--- src/rtl/inst_mem_loader.sv ---
// Byte-stream boot loader: receives a length-prefixed program image one byte
// at a time, packs bytes little-endian into 32-bit words and writes them into
// the instruction memory, holding the CPU until the image is complete.
// Optional trailing XOR checksum: define LOADER_CHECKSUM_EN.
module inst_mem_loader #(
  parameter int unsigned ADDR_W = 12,
  parameter int unsigned LEN_W  = 16
) (
  input  logic              clk,
  input  logic              reset,
  input  logic              start,
  input  logic              rx_valid,
  input  logic [7:0]        rx_byte,
  output logic              rx_ready,
  output logic              mem_we,
  output logic [ADDR_W-1:0] mem_addr,
  output logic [31:0]       mem_wdata,
  output logic              cpu_hold,
  output logic              load_done,
  output logic              load_err,
  output logic [LEN_W-1:0]  word_count
);

  localparam int unsigned Capacity = 2 ** (ADDR_W - 2);

`ifdef LOADER_CHECKSUM_EN
  typedef enum logic [2:0] {
    StIdle, StLenLo, StLenHi, StData, StCheck, StDone, StError
  } state_e;
`else
  typedef enum logic [2:0] {
    StIdle, StLenLo, StLenHi, StData, StDone, StError
  } state_e;
`endif

  state_e      state_q, state_d;
  logic [15:0] len_q;
  logic [15:0] len_full;
  logic [1:0]  byte_idx_q;
  logic [23:0] word_q;
  logic        accept;
  logic        enter_len_lo;
  logic        words_done;
`ifdef LOADER_CHECKSUM_EN
  logic [7:0]  csum_q;
`endif

  assign accept       = rx_valid & rx_ready;
  assign len_full     = {rx_byte, len_q[7:0]};
  assign enter_len_lo = (state_d == StLenLo) && (state_q != StLenLo);
  // word_count already holds the incremented value during the strobe cycle
  assign words_done   = (word_count == LEN_W'(len_q));

  // State register
  always_ff @(posedge clk or negedge reset) begin
    if (!reset) begin
      state_q <= StIdle;
    end else begin
      state_q <= state_d;
    end
  end

  // Next-state logic and state-decoded outputs
  always_comb begin
    state_d   = state_q;
    rx_ready  = 1'b0;
    load_done = 1'b0;
    load_err  = 1'b0;
    cpu_hold  = 1'b1;
    case (state_q)
      StIdle: begin
        if (start) state_d = StLenLo;
      end
      StLenLo: begin
        rx_ready = 1'b1;
        if (accept) state_d = StLenHi;
      end
      StLenHi: begin
        rx_ready = 1'b1;
        if (accept) begin
          if (32'(len_full) > Capacity) begin
            state_d = StError;
          end else if (len_full == 16'd0) begin
`ifdef LOADER_CHECKSUM_EN
            state_d = StCheck;
`else
            state_d = StDone;
`endif
          end else begin
            state_d = StData;
          end
        end
      end
      StData: begin
        // Stop taking bytes once the final word has been handed to the strobe
        rx_ready = !words_done;
        if (words_done) begin
`ifdef LOADER_CHECKSUM_EN
          state_d = StCheck;
`else
          state_d = StDone;
`endif
        end
      end
`ifdef LOADER_CHECKSUM_EN
      StCheck: begin
        rx_ready = 1'b1;
        if (accept) state_d = (rx_byte == csum_q) ? StDone : StError;
      end
`endif
      StDone: begin
        load_done = 1'b1;
        cpu_hold  = 1'b0;
        if (start) state_d = StLenLo;
      end
      StError: begin
        load_err = 1'b1;
        if (start) state_d = StLenLo;
      end
      default: state_d = StIdle;
    endcase
  end

  // Datapath: length capture, word assembly and memory write strobe
  always_ff @(posedge clk or negedge reset) begin
    if (!reset) begin
      len_q      <= '0;
      byte_idx_q <= '0;
      word_q     <= '0;
      word_count <= '0;
      mem_we     <= 1'b0;
      mem_addr   <= '0;
      mem_wdata  <= '0;
`ifdef LOADER_CHECKSUM_EN
      csum_q     <= '0;
`endif
    end else begin
      mem_we <= 1'b0;
      if (enter_len_lo) begin
        word_count <= '0;
        byte_idx_q <= '0;
`ifdef LOADER_CHECKSUM_EN
        csum_q     <= '0;
`endif
      end else if (accept) begin
        case (state_q)
          StLenLo: len_q[7:0]  <= rx_byte;
          StLenHi: len_q[15:8] <= rx_byte;
          StData: begin
`ifdef LOADER_CHECKSUM_EN
            csum_q     <= csum_q ^ rx_byte;
`endif
            byte_idx_q <= byte_idx_q + 2'd1;
            case (byte_idx_q)
              2'd0: word_q[7:0]   <= rx_byte;
              2'd1: word_q[15:8]  <= rx_byte;
              2'd2: word_q[23:16] <= rx_byte;
              default: begin
                mem_we     <= 1'b1;
                mem_wdata  <= {rx_byte, word_q};
                mem_addr   <= ADDR_W'({word_count, 2'b00});
                word_count <= word_count + LEN_W'(1);
              end
            endcase
          end
          default: ;
        endcase
      end
    end
  end

endmodule

--- config.mk ---
export PLATFORM = sky130hd
export DESIGN_NAME = inst_mem_loader
export DESIGN_NICKNAME = d
export VERILOG_FILES = /design/src/rtl/inst_mem_loader.sv
export SDC_FILE = /design/constraint.sdc
export NUM_CORES = 1
export LEC_CHECK = 0
export CAP_MARGIN = 20
export CORE_MARGIN = 3
export CORE_UTILIZATION = 48
export DETAILED_ROUTE_END_ITERATION = 8
export PLACE_DENSITY = 0.76
export SYNTH_ARGS = -nofsm -noshare
export SYNTH_HDL_FRONTEND = slang
export SYNTH_SLANG_ARGS = --single-unit
--- constraint.sdc ---
create_clock -name clk -period 2.3 [get_ports clk]
set_clock_uncertainty 0.15 [all_clocks]
set_input_delay 0.69 -clock clk [delete_from_list [all_inputs] [get_ports clk]]
set_output_delay 0.69 -clock clk [all_outputs]
set_load 0.01 [all_outputs]
==> impl_metrics.json <==
{
  "outcome": "complete, but fails checks",
  "violations": "setup timing",
  "critPathKind": "in -> reg",
  "initial_utilization_pct": 50.71,
  "crit_chain": "clkdlybuf4s15_2 > nor4_4 > a31oi_1 > or3b_4 > buf_6 > o2bb2ai_4 > nor4_4 > buf_6 > clkbuf_16 > nor2_4",
  "setup_viol": 85,
  "io_pins": 77,
  "syn_area_per_cell_um2": 13.35,
  "fin_crit_ns": 2.684,
  "cap_violations": 0,
  "dpl-instance-area_um2": 5794,
  "seq_power_share_pct": 42.5,
  "drive_above_1_share_pct": 45.29,
  "drtIter0Drc": 251,
  "hpwl_mm": 7.473,
  "synth_most_common_cell": "dfrtp_1",
  "yosys_warnings": 0,
  "wl_met3_um": 503,
  "maxSlewViolCount": 0,
  "multiInputGateArea_um2": 2163,
  "highest_layer": "met4",
  "wl_per_cell_um": 21.42,
  "synth_top_area_share_pct": 57.17,
  "seq_area_frac_synth_pct": 57.17,
  "hold_violations": 0,
  "cts_root_buf": "clkbuf_8",
  "synth_edf_count": 0,
  "area_delta_synth_final_pct": 47.53,
  "rsz0062_at_grt": "true",
  "nFillCells": 534,
  "dp.cells": 576,
  "rows": 34,
  "grt_pass1_wl_mm": 19.95,
  "cts_buffers": 9,
  "p_leak_nw": 3.255,
  "dieArea_um2": 10690,
  "synthDistinctLibCells": 38,
  "synth_area_leaders": "dfrtp_1 57%, mux2_2 20%, xnor2_1 6.0%",
  "cts_max_path_buffers": 2,
  "syn-cell-area_um2": 4552,
  "crit_path_end_kind": "flop",
  "combPwrFrac_pct": 38.7,
  "p_sw_share_pct": 34.09,
  "arrival_ns": 2.79,
  "antenna_cells": 0,
  "synth_top_cell_by_area": "dfrtp_1",
  "p_switching_mw": 2.078,
  "fin_cells": 625,
  "hold_buffers": 0,
  "grt_pass1_vias": 3655,
  "portBuffers": 74,
  "power_mw": 6.095,
  "synth_common_cells": "104 x dfrtp_1, 82 x mux2_2, 31 x xnor2_1",
  "htreeDepth": 3,
  "final-seq-area_um2": 2605,
  "synth-main-ff-cell": "dfrtp_1",
  "first_pass_iters": 6,
  "required_ns": 2.40,
  "critPathMaxStageDelay_ns": 0.42,
  "cts_tree": "done",
  "ys_ff_latch": 104,
  "met2WireLength_mm": 7.120,
  "p_per_area_nw_per_um2": 907.6,
  "die_h_um": 103.4,
  "antenna_left": 0,
  "power.clock.fraction_pct": 18.8,
  "ir_worst_vdd_mv": 0.6853,
  "netlist_instances": 341,
  "cts_num_sinks": 104,
  "vias_per_cell": 5.467,
  "grt_usage_pct": 25.13,
  "routabilityCongestion": 0.8775,
  "path_max_fanout": 7,
  "nets": 511,
  "min_period_over_period_pct": 116.7,
  "drc": 0,
  "clk-insertion-delay-late_ns": 0.37,
  "grt_max_degree": 39,
  "async_flop_share_pct": 100.0,
  "hp-class": "in -> async",
  "vias": 3417,
  "core-area_um2": 8976,
  "chipWidth_um": 103.4,
  "clk_pin_slew_worst_paths_ns": 0.11,
  "crit_slowest_cell": "or3b_4",
  "drt-met1-wl_mm": 5.436,
  "setup_ws_ns": -0.3839,
  "fmax_mhz": 372.6,
  "gr-total-overflow": 0,
  "antenna_found_initial": 0,
  "critPathLaunchType": "input pin",
  "fin_area_um2": 6715,
  "finalSetupTns_ns": -19.18,
  "intPower_mw": 4.017,
  "routed_wl_mm": 13.39
}
-- logic make-up (layout without fill, tap and decap cells) --
group	count (synthesis)	count (layout)	share of synthesized area, %
AOI/OAI and AO/OA	14	14	2.227
xor gates and xnor gates	31	31	5.965
adders and majority gates	5	5	1.374
buffers and inverters	24	181	2.474
DFF	104	104	57.17
muxes	83	83	20.51
other	1	2	0.08238
and+or+nand+nor	79	79	10.20
-- layer usage --
metal	up-vias	global-route usage, %
met4	0	8.964
met2	111	44.07
met1	1785	31.57
li1	1495	-
met3	26	3.823
met5	-	0
-- cells in the final DEF, fill, tap and decap left out, types with 6 or more instances in the layout --
cell and instances:
nor2_4 6, clkdlybuf4s50_1 51, mux2_2 52, nand2_1 9, buf_6 14, buf_4 60, nor2_2 11, clkbuf_8 10
nand4_1 8, dfrtp_1 102, xnor2_1 29, dlymetal6s2s_1 10, dlygate4sd2_1 8, nor2_1 6, mux2_4 30, inv_1 8
-- power by group through the flow --
| stage | combinational [mW] | clock (mW) | sequential [mW] |
|---|---|---|---|
| 5_1_grt | 2.49 | 1.22 | 2.64 |
| 6_report | 2.36 | 1.15 | 2.59 |
| 4_1_cts | 2.01 | 1.15 | 2.56 |
| 3_3_place_gp | 1.54 | 0 | 2.58 |
| 2_1_floorplan | 0.973 | 0 | 2.56 |
| 3_5_place_dp | 1.60 | 0 | 2.61 |
-- registers in the layout, indices dropped and copies added, names as in the netlist --
register    flops
byte_idx_q      2
len_q          16
mem_addr       10
mem_wdata      32
mem_we          1
state_q         3
word_count     16
word_q         24
-- area by class of cell --
| class | count | share of cell area, % |
|---|---|---|
| flip-flops and latches | 104 | 38.79 |
| multi-input cells | 214 | 32.22 |
| repair buffers | 157 | 23.27 |
| well taps | 126 | 2.348 |
| clock buffers | 10 | 2.050 |
| clock inverters | 6 | 0.8757 |
| inverters | 8 | 0.4472 |
-- what timing repair did --
action	CTS	global route
buffers inserted	26	5
gates resized for setup	77	53
endpoints found under the setup margin	93	98
cloned	6	1
pin swaps	20	17
-- stage by stage --
stage / setup WS [ns] / hold slack (ns) / utilization (%)
floorplan: -0.06860 / 0.2444 / -
global placement: -1.047 / 0.3331 / 64.55
detailed placement: -1.222 / 0.3372 / 64.55
CTS: -0.3845 / 0.09255 / 73.13
global route: -0.4430 / 0.08852 / 74.81
finish: -0.3839 / 0.08776 / 74.81
-- critical path: cells and delay by family --
| kind | cells | cell delay (ns) |
|---|---|---|
| and+or+nand+nor | 4 | 1.08 |
| AOI/OAI and AO/OA | 2 | 0.30 |
| buffers and inverters | 4 | 0.70 |
-- final timing paths --
check	startpoint	end	slack [ns]	depth (start not counted)
setup / recovery	rx_byte[0]	word_count[3]	-0.38	10
hold / removal	reset	mem_wdata[25]	0.09	1
setup reg to reg	len_q[6]	word_count[3]	-0.37	10
hold reg to reg	mem_wdata[2]	mem_wdata[2]	0.37	1
max in group asynchronous	reset	mem_wdata[10]	1.26	2
min in group clk	mem_wdata[2]	mem_wdata[2]	0.37	1
Note: power is estimated with default switching activity, not from simulation.
